### src/rtl/fa_pipe_nbit.sv
// Pipelined N-bit adder/subtractor.
// The operands are split into STAGES equal slices and one slice is added per clock.
// The carry is registered between slices, so the critical path is one SW-bit adder.
// The operands travel forward with the partial sum, and each stage fills in its own slice of the result.
// The last stage register is the output register. Add or subtract is chosen per operation.
// A valid/ready handshake with a single global enable stalls the whole pipe.
module fa_pipe_nbit #(
    parameter int WIDTH  = 16,
    parameter int STAGES = 4
) (
    input  logic             clk,
    input  logic             rst_n,
    input  logic             in_valid,
    output logic             in_ready,
    input  logic [WIDTH-1:0] a,
    input  logic [WIDTH-1:0] b,
    input  logic             ci,
    input  logic             sub,
    output logic             out_valid,
    input  logic             out_ready,
    output logic [WIDTH-1:0] so,
    output logic             co,
    output logic             ovf
);

    localparam int SW = WIDTH / STAGES;

    logic              en;

    logic [STAGES-1:0] vld_q;
    logic [STAGES-1:0] vld_d;
    logic [WIDTH-1:0]  opA_q [STAGES];
    logic [WIDTH-1:0]  opA_d [STAGES];
    logic [WIDTH-1:0]  opB_q [STAGES];
    logic [WIDTH-1:0]  opB_d [STAGES];
    logic [WIDTH-1:0]  sum_q [STAGES];
    logic [WIDTH-1:0]  sum_d [STAGES];
    logic [STAGES-1:0] carry_q;
    logic [STAGES-1:0] carry_d;
    logic              ovf_q;
    logic              ovf_d;

    logic              stgVld;
    logic [WIDTH-1:0]  stgA;
    logic [WIDTH-1:0]  stgB;
    logic [WIDTH-1:0]  stgSum;
    logic              stgCin;
    logic [SW:0]       sliceRes;

    // The pipe moves as one whole unit whenever the output slot is empty or being drained, so nothing ever overtakes anything else.
    assign en        = out_ready | ~vld_q[STAGES-1];
    assign in_ready  = en;
    assign out_valid = vld_q[STAGES-1];
    assign so        = sum_q[STAGES-1];
    assign co        = carry_q[STAGES-1];
    assign ovf       = ovf_q;

    // Walk the slice chain. Stage 0 is fed from the ports, with B and the carry-in inverted for subtraction.
    // Every later stage is fed from the register of the stage before it.
    always_comb begin
        stgVld   = in_valid;
        stgA     = a;
        stgB     = b ^ {WIDTH{sub}};
        stgCin   = ci ^ sub;
        stgSum   = '0;
        sliceRes = '0;
        ovf_d    = 1'b0;
        vld_d    = '0;
        carry_d  = '0;
        for (int k = 0; k < STAGES; k++) begin
            sliceRes   = {1'b0, stgA[k*SW +: SW]} + {1'b0, stgB[k*SW +: SW]}
                       + {{SW{1'b0}}, stgCin};
            vld_d[k]   = stgVld;
            opA_d[k]   = stgA;
            opB_d[k]   = stgB;
            sum_d[k]   = stgSum;
            sum_d[k][k*SW +: SW] = sliceRes[SW-1:0];
            carry_d[k] = sliceRes[SW];
            if (k == STAGES - 1) begin
                ovf_d = (stgA[WIDTH-1] == stgB[WIDTH-1])
                      && (sliceRes[SW-1] != stgA[WIDTH-1]);
            end
            stgVld = vld_q[k];
            stgA   = opA_q[k];
            stgB   = opB_q[k];
            stgSum = sum_q[k];
            stgCin = carry_q[k];
        end
    end

    // Stage registers: a synchronous reset flushes every in-flight operation, and otherwise all stages advance together on enable.
    always_ff @(posedge clk) begin
        if (!rst_n) begin
            vld_q   <= '0;
            carry_q <= '0;
            ovf_q   <= 1'b0;
            for (int k = 0; k < STAGES; k++) begin
                opA_q[k] <= '0;
                opB_q[k] <= '0;
                sum_q[k] <= '0;
            end
        end else if (en) begin
            vld_q   <= vld_d;
            carry_q <= carry_d;
            ovf_q   <= ovf_d;
            for (int k = 0; k < STAGES; k++) begin
                opA_q[k] <= opA_d[k];
                opB_q[k] <= opB_d[k];
                sum_q[k] <= sum_d[k];
            end
        end
    end

endmodule

### config.mk
export PLATFORM = sky130hd
export DESIGN_NAME = fa_pipe_nbit
export DESIGN_NICKNAME = d
export VERILOG_FILES = /design/src/rtl/fa_pipe_nbit.sv
export SDC_FILE = /design/constraint.sdc
export NUM_CORES = 1
export LEC_CHECK = 0
export BUFFER_PORTS_ARGS = -buffer_cell sky130_fd_sc_hd__buf_2
export CORE_AREA = 2 2 107 109
export DETAILED_ROUTE_END_ITERATION = 10
export DIE_AREA = 0 0 109 111
export HOLD_SLACK_MARGIN = 0.03
export PLACE_DENSITY = 0.69
export REMOVE_ABC_BUFFERS = 1
export SYNTH_ARGS = -nofsm -noshare
export SYNTH_HDL_FRONTEND = slang
export SYNTH_SLANG_ARGS = --single-unit
### constraint.sdc
create_clock -name clk -period 7.2 [get_ports clk]
set_input_delay 0.72 -clock clk [delete_from_list [all_inputs] [get_ports clk]]
set_output_delay 0.72 -clock clk [all_outputs]
set_load 0.02 [all_outputs]
======== Yosys cells after proc, flatten, opt, wreduce, memory -nomap -nowiden ========
Memory sizes are Yosys's and may differ from the RTL's.
Cells that the tools add are included.
storage, ports and cells
  bits in registers ....................... 9
  bits in latches ......................... 0
  memory bits (writable) .................. 192
  memory bits (read-only) ................. 0
  input bits .............................. 38
  output and inout bits ................... 20
  memories kept ........................... 3
memories
  name   depth  width  rd ports  clocked after memory_dff  write ports  line  RTL
  opA_q  4      16     3         0                         4            32    logic [WIDTH-1:0] opA_q [STAGES];
  opB_q  4      16     3         0                         4            34    logic [WIDTH-1:0] opB_q [STAGES];
  sum_q  4      16     4         0                         4            36    logic [WIDTH-1:0] sum_q [STAGES];
operators by class
  add/subtract/negate cells ............... 8
  $mul .................................... 0
  div/mod/pow operators ................... 0
  $lt $le $gt $ge ......................... 0
  equality and inequality tests ........... 2
  shifts and indexed selects .............. 0
  mux-type cells .......................... 16
  bitwise operators ....................... 16
  reduce and logical (&&, ||, !) cells .... 1
operators by type and width
  operator              number
  two-way mux 16 bit    12
  adder 4 x 4 -> 5 bit  4
  adder 5 x 1 -> 5 bit  4
  XOR 16 bit            1
  bitwise OR 1 bit      13
  two-way mux 1 bit     4
  == test 1 bit         1
  logical AND 1 bit     1
  != test 1 bit         1
  NOT 1 bit             1
  XOR 1 bit             1

======== Logic depth before layout (Yosys ltp) ========
Gate-level depths: netlist (run 1).
  depth after elaboration ................. 6
  gate-level depth with buffers ........... 8
  mapped depth without buffers ............ 6

======== Least setup slack after synthesis (run 1) ========
Ideal clock, no wire load.
  path type ............................... input -> register
  from .................................... in rst_n
  to ...................................... mem opA_q[0][10], enable pin
  library setup time ...................... 0.449 ns
  data arrival time ....................... 2.927 ns
  setup slack ............................. 3.824 ns
  stages on the path ...................... 3
  path through ............................ buf_2 > buf_2 > nand2_1
RTL lines
  element             line  RTL
  start: declaration  12    input logic rst_n,
  end: declaration    32

======== Worst setup path after layout (run 1) ========
  from .................................... in out_ready
  to ...................................... out in_ready
on the way
  cells in the longest elaborated chain, start to end .. 1
ends and longest elaborated chain
  element             line  RTL
  start: declaration  20    input logic out_ready,
  bitwise OR 1 bit    51    assign en = out_ready | ~vld_q[STAGES-1];
  end: declaration    14    output logic in_ready,
No other way between the ends.

==> run_results.csv, run 1 <==
group,metric,value,unit
status,status,"finished, final reports clean",
yosys,synth.area.mux_share,0.703,%
timing,worstMarginPinSlew,1140,ps
yosys,synthesis.area,4270,um2
setup_path,crit_path_frequent_cell,"buf_2",
grt,grt_pass1_vias,2448,
clocking,clock_path_buffers,2,
power_and_ir_drop,power.density,243,nW/um2
timing,whs,471,ps
grt,grt_overflow,0,
timing,final.setup.worst_slack,4410,ps
flow_run,maxCapViolCount,0,
hold_path,worstHoldPathType,"flop to flop",
power_and_ir_drop,p_leak,2.33,nW
drt,drt_wl_total,6990,um
setup_path,path_class,"primary input to primary output",
final_layout,syn2layout_area_growth,15.2,%
timing,setup_violations,0,
setup_path,startpoint,"out_ready",
clocking,cts_inserted_buffers,9,
yosys,yosys_warnings,0,
floorplan,die_w,109,um
final_layout,final_core_util,44.4,%
setup_path,crit_arrival,2070,ps
timing,max_freq,0.359,GHz
setup_path,start_kind,"primary input",
floorplan,fp.coreArea,11100,um2
setup_path,path_delay_family,"buffers and inverters",
timing,rsz0062_at_grt,"false",
placed_design,placedInstanceArea,4660,um2
clocking,cts_resized,0,
yosys,netlist-cell-type-count,30,
floorplan,io-pin-count,58,
clocking,cts_tree,"done",
yosys,synth_seq_area_share,66.0,%
floorplan,std_cell_rows,39,
timing,period_minus_slack,2790,ps
drt,via_count,2437,
final_layout,fin_nets,414,
final_layout,final_cell_mix,"edfxtp_1, and3_1, buf_2, nor2_1, xnor2_1",
timing,tns,0,ps
drt,firstDrtPassIters,4,
placed_design,place_ws,4440,ps
final_layout,drive_gt1_share,21.6,%
setup_path,path_cells,"buf_2 > nor2b_4 > inv_2 > buf_4 > buf_2",
clocking,cts_max_level,3,
yosys,synth_compound_area_share,4.30,%
timing,drv_slew,0,
floorplan,start_util,38.6,%
drt,drt_iter0_markers,137,
grt,grt_pass1_wl,11500,um
yosys,synth_edf_count,88,
placed_design,dp_cells,488,
floorplan,die_h,111,um
placed_design,gp_congestion,0.667,
final_layout,fin_cells,504,
yosys,dominantRegCellSynth,"edfxtp_1",
final_layout,diodes,0,
yosys,ys_top_cells_by_area,"edfxtp_1, and3_1, dfxtp_1, fa_1, ha_1",
yosys,yosys.area_share.simple,14.8,%
setup_path,slowest_stage,"inv_2",
setup_path,r2r_start,"opA_q[0][44]",
timing,skew,5.66,ps
floorplan,die_area,12100,um2
drt,drc,0,
drt,final_antenna_net_count,0,
setup_path,path_max_fanout,49,
setup_path,path_buf_inv,4,
yosys,synth_xor_area_share,3.89,%
grt,grt_max_degree,89,
final_layout,fin_area,4920,um2
clocking,clk_latency,340,ps
placed_design,hpwl,4230,um
clocking,clkSinkCount,97,
yosys,synth_top_family_by_area,"simple AND/OR/NAND/NOR gates",
hold_path,hp-start,"vld_q[2]",
setup_path,cpPeakStageDelay,490,ps
clocking,clock-root-buffer,"clkbuf_16",
clocking,postCtsSetupRepairBufs,0,
yosys,synthArstFlopShare,0,%
timing,slew_headroom,24.2,%
power_and_ir_drop,vdd_ir_drop_max,0.0988,mV
clocking,ctsHoldBuffers,0,
setup_path,setup.worst_path.end_class,"primary output",
final_layout,final_common_cell,"edfxtp_1",
yosys,syn_area_per_cell,13.9,um2
grt,track_usage,12.5,%
drt,wl_per_cell,13.9,um
clocking,clkTransAtPathRegs,60,ps
drt,viasPerCell,4.84,
placed_design,port_buffers,57,
timing,fin_crit_sh,38.7,%
setup_path,required,6480,ps
timing,hold_violations,0,
yosys,synth_seq_cells,97,
yosys,synth_top_area_share,61.8,%
grt,antenna_found_initial,0,
yosys,netlist.top_cell.by_area,"edfxtp_1",
yosys,syn_inst,308,
yosys,synthAdderAreaFrac,7.26,%
power_and_ir_drop,total_power,1.20,mW
==> path summary, 6_finish.rpt <==
kind,endpoint,slack [ps],cells after the start
max,in_ready,4410,5
min,vld_q[3],470,1
max reg2reg,carry_q[3],5270,5
min reg2reg,vld_q[3],470,1
==> registers in the layout, indices dropped and copies added, names as in the netlist <==
name,cells
carry_q,4
opA_q,24
opB_q,24
ovf,1
sum_q,40
vld_q,4
==> cells by family after synthesis <==
| group | after synthesis |
|---|---|
| flops | 97 |
| buf+inv | 29 |
| fa+ha+maj | 20 |
| simple gates | 111 |
| compound gates | 29 |
| mux | 3 |
| xor+xnor | 19 |
==> synth_stat cells (2+ instances only) <==
| master | instances |
|---|---|
| a21o_1 | 6 |
| inv_1 | 6 |
| a21boi_0 | 3 |
| mux2i_1 | 3 |
| nor2b_1 | 4 |
| nand3_1 | 6 |
| and3_1 | 66 |
| ha_1 | 12 |
| fa_1 | 8 |
| buf_2 | 6 |
| nor3_1 | 2 |
| nand3b_1 | 3 |
| xor2_1 | 5 |
| a21oi_1 | 11 |
| clkbuf_1 | 13 |
| xnor2_1 | 14 |
| dfxtp_1 | 9 |
| edfxtp_1 | 88 |
| nand2_1 | 8 |
| nor2_1 | 18 |
| buf_4 | 3 |
| o21ai_0 | 6 |
==> worst reg2reg max path, cell delays in order (launching register included) <==
cell      delay, ps
edfxtp_1        390
fa_1            480
fa_1            430
a21o_1          210
a21oi_1         180
a21oi_1         100
==> metal layers <==
layer  share of wire (%)  GRT usage [%]
met2                  47           19.2
met5                   0              0
met4                 2.0           6.41
met3                 3.5           2.65
met1                  47           16.5
==> final cells by class <==
cell class / instances / area (um2)
repair buffers: 59 / 300
inverters: 7 / 26.3
clock inverters: 5 / 31.3
fillers: 1009 / 6150
clock buffers: 11 / 233
multi-input cells: 182 / 1330
flip-flops and latches: 97 / 2820
well taps: 143 / 179
==> power by group <==
| group | leakage (nW) | switching [mW] | internal (mW) |
|---|---|---|---|
| Clock | 0.130 | 0.196 | 0.234 |
| Combinational | 1.08 | 0.0537 | 0.0477 |
| Sequential | 1.12 | 0.0104 | 0.655 |
(Power assumes the default switching activity.)
==> run 2: changes to the inputs <==
==> constraint.sdc (replaced) <==
create_clock -name clk -period 2.57 [get_ports clk]
set_input_delay 0.257 -clock clk [delete_from_list [all_inputs] [get_ports clk]]
set_output_delay 0.257 -clock clk [all_outputs]
set_load 0.02 [all_outputs]
==> run_results.csv, run 2 (synthesis gave the netlist of run 1 again) <==
group,metric,value,unit
final_layout,top_regs,"sum_q x40, opA_q x24, opB_q x24",
grt,track_usage,12.5,%
power_and_ir_drop,pwr-share-comb,8.5,%
grt,grt_overflow,0,
setup_path,cpPeakStageDelay,490,ps
drt,final_antenna_net_count,0,
grt,grt_max_degree,42,
final_layout,diodes,0,
floorplan,die_h,111,um
timing,rsz0062_at_grt,"false",
placed_design,dp_cells,494,
clocking,cts_max_level,3,
power_and_ir_drop,p_leak,2.36,nW
drt,wl_per_cell,13.8,um
setup_path,path_class,"flop to flop",
setup_path,r2r_start,"opA_q[0][44]",
hold_path,hp-start,"in_valid",
setup_path,worst-r2r-setup-slack,730,ps
clocking,cts_tree,"done",
floorplan,start_util,38.6,%
clocking,clk_latency,340,ps
timing,tns,0,ps
power_and_ir_drop,vdd_ir_drop_max,0.376,mV
floorplan,die_w,109,um
timing,period_minus_slack,1840,ps
drt,drt_wl_total,7050,um
clocking,ctsHoldBuffers,0,
final_layout,final_cell_mix,"edfxtp_1, and3_1, buf_2, nor2_1, xnor2_1",
grt,grt_pass1_wl,11600,um
setup_path,path_max_fanout,2,
placed_design,hpwl,4540,um
final_layout,fin_cells,510,
flow_run,maxCapViolCount,0,
setup_path,required,2780,ps
grt,antenna_found_initial,0,
timing,max_freq,0.545,GHz
floorplan,std_cell_rows,39,
floorplan,fp.coreArea,11100,um2
final_layout,fin_nets,420,
power_and_ir_drop,p_clk_share,35.7,%
clocking,clkSinkCount,97,
final_layout,final_core_util,45.0,%
placed_design,gp_congestion,0.746,
status,status,"finished, final reports clean",
power_and_ir_drop,swShare,21.6,%
timing,slew_headroom,66.9,%
timing,drv_slew,0,
placed_design,placedInstanceArea,4720,um2
timing,setup_violations,0,
placed_design,port_buffers,57,
setup_path,startpoint,"opA_q[0][44]",
floorplan,die_area,12100,um2
final_layout,final_common_cell,"edfxtp_1",
final_layout,syn2layout_area_growth,16.5,%
hold_path,min_path_cells,3,
setup_path,setup.worst_path.end_class,"flop",
final_layout,largest_reg_flops,40,
drt,firstDrtPassIters,4,
setup_path,slowest_stage,"fa_1",
floorplan,io-pin-count,58,
clocking,clock-root-buffer,"clkbuf_16",
power_and_ir_drop,power.density,672,nW/um2
final_layout,drive_gt1_share,22.9,%
clocking,clock_path_buffers,2,
timing,hold_violations,0,
clocking,cts_resized,0,
timing,fin_crit_sh,71.4,%
power_and_ir_drop,pwr-share-seq,55.8,%
timing,skew,7.38,ps
hold_path,worstHoldPathType,"primary input to flop",
power_and_ir_drop,total_power,3.35,mW
setup_path,start_kind,"flop",
timing,worstMarginPinSlew,496,ps
final_layout,regMostFlops,"sum_q",
power_and_ir_drop,intPower,2.62,mW
setup_path,crit_arrival,2050,ps
final_layout,fin_area,4980,um2
setup_path,path_cells,"fa_1 > fa_1 > a21o_1 > a21oi_1 > a21oi_1",
clocking,postCtsSetupRepairBufs,0,
clocking,cts_inserted_buffers,9,
drt,drt_iter0_markers,117,
drt,via_count,2472,
grt,grt_pass1_vias,2352,
clocking,clkTransAtPathRegs,60,ps
drt,drc,0,
drt,viasPerCell,4.85,
power_and_ir_drop,p_sw,723,uW
setup_path,reg2regPathDepth,5,
-- run 2: cell types whose count changed in the layout (fill, tap and decap cells not counted), sizes merged --
cell,delta
buf,+6
clkbuf,-1
clkinv,+1
-- run 2: path summary, 6_finish.rpt --
| kind | to |
|---|---|
| worst max-delay path | carry_q[3] |
| worst min-delay path | vld_q[0] |
| worst max register to register | carry_q[3] |
| worst min register to register | vld_q[1] |
-- run 2: area by class of cell --
cell class / count / area [um2]
Clock buffer: 10 / 229
Clock inverter: 6 / 35.0
Fill cell: 988 / 6100
Inverter: 7 / 26.3
Multi-Input combinational cell: 182 / 1330
Sequential cell: 97 / 2820
Tap cell: 143 / 179
Timing Repair Buffer: 65 / 358
-- run 2: worst max-delay path, delay by kind of cell, from the launching register on --
| family | cells | cell delay, ps |
|---|---|---|
| compound gates | 3 | 410 |
| flops | 1 | 400 |
| fa+ha+maj | 2 | 920 |
-- run 2: power by group through the flow --
| stage | clock network [mW] | logic (mW) | registers [mW] |
|---|---|---|---|
| after floorplan | 0 | 0.160 | 1.91 |
| after global placement | 0 | 0.277 | 1.90 |
| after detailed placement | 0 | 0.289 | 1.90 |
| after CTS | 1.23 | 0.290 | 1.87 |
| after global routing | 1.29 | 0.327 | 1.88 |
| final | 1.19 | 0.285 | 1.87 |
-- run 2: per-layer routing --
layer / wire length (um) / vias up / track usage [%] / part of all wire [%]
li1: - / 1228 / - / -
met1: 3220 / 1187 / 16.8 / 46
met2: 3410 / 49 / 19.1 / 48
met3: 321 / 8 / 3.23 / 4.6
met4: 97 / 0 / 4.87 / 1.4
met5: 0 / - / 0 / 0
-- run 2: metrics by stage --
stage          hold slack [ps]  setup slack (ps)
4_1_cts                    168               726
6_report                   176               735
5_1_grt                    209               631
2_1_floorplan              375              -476
3_5_place_dp               456               595
3_3_place_gp               449               657
==> run 3: changes to the inputs <==
--- a/config.mk
+++ b/config.mk
@@ -5,10 +5,11 @@
 export SDC_FILE = /design/constraint.sdc
 export NUM_CORES = 1
 export LEC_CHECK = 0
+export ABC_AREA = 1
 export BUFFER_PORTS_ARGS = -buffer_cell sky130_fd_sc_hd__buf_2
-export CORE_AREA = 2 2 107 109
+export CORE_AREA = 2 2 113 115
 export DETAILED_ROUTE_END_ITERATION = 10
-export DIE_AREA = 0 0 109 111
+export DIE_AREA = 0 0 115 117
 export HOLD_SLACK_MARGIN = 0.03
 export PLACE_DENSITY = 0.69
 export REMOVE_ABC_BUFFERS = 1
==> constraint.sdc (replaced) <==
create_clock -name clk -period 1.7 [get_ports clk]
set_input_delay 0.17 -clock clk [delete_from_list [all_inputs] [get_ports clk]]
set_output_delay 0.17 -clock clk [all_outputs]
set_load 0.02 [all_outputs]
==> run_results.csv, run 3 <==
group,metric,value,unit
placed_design,hpwl,4930,um
timing,whs,57.9,ps
grt,grt_overflow,0,
clocking,clock-root-buffer,"clkbuf_16",
clocking,cts_tree,"done",
clocking,clkSinkCount,97,
setup_path,required,1890,ps
final_layout,diodes,0,
power_and_ir_drop,p_leak,2.40,nW
timing,slew_headroom,78.0,%
yosys,synth_seq_area_share,58.7,%
hold_path,min_path_cells,3,
hold_path,min_to,"vld_q[0]",
setup_path,crit_arrival,1880,ps
clocking,ctsHoldBuffers,0,
power_and_ir_drop,power.density,1000,nW/um2
setup_path,reg2regPathDepth,4,
grt,antenna_found_initial,0,
yosys,synthesis.area,4800,um2
yosys,dominantRegCellSynth,"edfxtp_1",
floorplan,start_util,39.0,%
drt,final_antenna_net_count,0,
yosys,synthTopCellsByCount,"edfxtp_1, inv_1, nor2_4",
final_layout,largest_reg_flops,40,
timing,period_minus_slack,1690,ps
yosys,synth_seq_cells,97,
floorplan,die_w,115,um
final_layout,regMostFlops,"sum_q",
power_and_ir_drop,p_sw,1.26,mW
yosys,yosysMostFrequentCell,"edfxtp_1",
final_layout,final_cell_mix,"edfxtp_1, inv_1, buf_2, nor2_4, nor2_1",
setup_path,path_class,"flop to flop",
yosys,ys_top_cells_by_area,"edfxtp_1, nor2_4, inv_1, dfxtp_1, fa_1",
timing,rsz0062_at_grt,"true",
timing,worstMarginPinSlew,329,ps
clocking,cts_inserted_buffers,9,
setup_path,start_kind,"flop",
drt,via_count,2622,
drt,firstDrtPassIters,6,
clocking,clock_path_buffers,2,
final_layout,top_regs,"sum_q x40, opA_q x24, opB_q x24",
setup_path,worst-r2r-setup-slack,10,ps
power_and_ir_drop,p_clk_share,38.0,%
floorplan,fp.coreArea,12300,um2
yosys,synth_top_family_by_area,"simple AND/OR/NAND/NOR gates",
final_layout,syn2layout_area_growth,17.1,%
final_layout,final_common_cell,"edfxtp_1",
power_and_ir_drop,pwr-share-seq,50.2,%
placed_design,gp_congestion,0.823,
placed_design,place_ws,-156,ps
setup_path,r2r_start,"opA_q[0][44]",
yosys,yosys_warnings,0,
timing,drv_slew,0,
yosys,yosys.area_share.simple,18.7,%
setup_path,path_max_fanout,3,
floorplan,std_cell_rows,41,
status,status,"finished, final reports clean",
timing,setup_violations,0,
grt,grt_pass1_wl,11400,um
yosys,synthAdderAreaFrac,6.46,%
timing,final.setup.worst_slack,13.7,ps
clocking,clkTransAtPathRegs,60,ps
floorplan,die_area,13500,um2
final_layout,fin_nets,514,
yosys,synth_compound_area_share,2.71,%
setup_path,r2r_end,"sum_q[0][62]",
yosys,synthArstFlopShare,0,%
yosys,synth_xor_area_share,3.10,%
drt,wl_per_cell,11.2,um
grt,grt_max_degree,41,
clocking,clk_latency,340,ps
flow_run,maxCapViolCount,0,
hold_path,worstHoldPathType,"primary input to flop",
grt,grt_pass1_vias,2618,
yosys,netlist-cell-type-count,23,
power_and_ir_drop,swShare,22.3,%
timing,fin_crit_sh,99.2,%
timing,skew,6.12,ps
setup_path,startpoint,"opA_q[0][44]",
yosys,synth.area.mux_share,0,%
timing,max_freq,0.593,GHz
yosys,syn_area_per_cell,12.4,um2
timing,hold_violations,0,
hold_path,hp-start,"in_valid",
grt,track_usage,10.9,%
yosys,synth_top_area_share,55.0,%
power_and_ir_drop,vdd_ir_drop_max,0.449,mV
clocking,cts_max_level,3,
floorplan,die_h,117,um
floorplan,io-pin-count,58,
yosys,netlist.top_cell.by_area,"edfxtp_1",
power_and_ir_drop,pwr-share-comb,11.8,%
drt,drc,0,
drt,drt_wl_total,6860,um
drt,viasPerCell,4.29,
setup_path,setup.worst_path.end_class,"flop",
placed_design,port_buffers,57,
yosys,syn_inst,387,
power_and_ir_drop,intPower,4.37,mW
yosys,synth_edf_count,88,
drt,drt_iter0_markers,56,
final_layout,drive_gt1_share,31.9,%
[run 3: changes by cell type after synthesis, moves of 13 or more]
cell	previous run	this run
clkbuf_1	13	0
inv_1	6	87
nand2_1	8	25
nor2_1	18	36
nor2_4	0	51
and3_1	66	0
[run 3: worst max-delay path by stage]
| stage | endpoint | slack (ps) | cells after the start |
|---|---|---|---|
| final | sum_q[0][62] | 10 | 4 |
| after global routing | carry_q[3] | -70 | 6 |
| after CTS | sum_q[0][62] | -10 | 4 |
| after detailed placement | sum_q[0][2] | -160 | 6 |
| after global placement | sum_q[0][2] | -110 | 6 |
| after floorplan | opA_q[0][10] | -1110 | 3 |
[run 3: worst max-delay path, stage by stage, from the launching register on]
cell	delay, ps
edfxtp_1	400
fa_2	390
fa_2	380
or2_4	260
a21oi_2	120
[run 3: stage by stage]
stage / area, um2 / total power [mW] / TNS [ps] / utilization (%) / std cells
2_1_floorplan: 4640 / 3.36 / -136230 / - / 375
3_3_place_gp: 5280 / 3.52 / -300 / 42.8 / 594
3_5_place_dp: 5280 / 3.55 / -579 / 42.8 / 594
4_1_cts: 5620 / 5.69 / -10.6 / 45.6 / 611
5_1_grt: 5630 / 5.87 / -152 / 45.7 / 611
6_report: 5630 / 5.63 / 0 / 45.7 / 611
[run 3: final cells by class]
type,count,area (um2)
flip-flops and latches,97,2820
inverters,88,332
fillers,1092,6690
repair buffers,70,445
multi-input cells,190,1520
well taps,150,188
clock inverters,5,78.8
clock buffers,11,243
[run 3: routing by layer]
metal  up-vias  wire length [um]  GRT usage, %
li1       1355                 -             -
met2        68              3320          18.9
met5         -                 0             0
met4         0               130          5.54
met3        10               388          2.68
met1      1189              3030          12.7
[run 3: power by group through the flow]
stage / registers, mW / clock network (mW) / logic, mW
after floorplan: 2.90 / 0 / 0.454
after global placement: 2.88 / 0 / 0.641
after detailed placement: 2.88 / 0 / 0.667
after CTS: 2.83 / 2.19 / 0.671
after global routing: 2.85 / 2.28 / 0.742
final: 2.83 / 2.14 / 0.662
[run 3: kinds of logic after synthesis]
| group | count (synthesis) |
|---|---|
| compound gates | 25 |
| xor+xnor | 17 |
| fa+ha+maj | 20 |
| buf+inv | 100 |
| flops | 97 |
| simple gates | 128 |
[run 3: timing repair]
action	in CTS	in global routing
setup endpoints to repair	3	4
pin swaps	2	10
resized for setup	5	5
buffers inserted	1	0
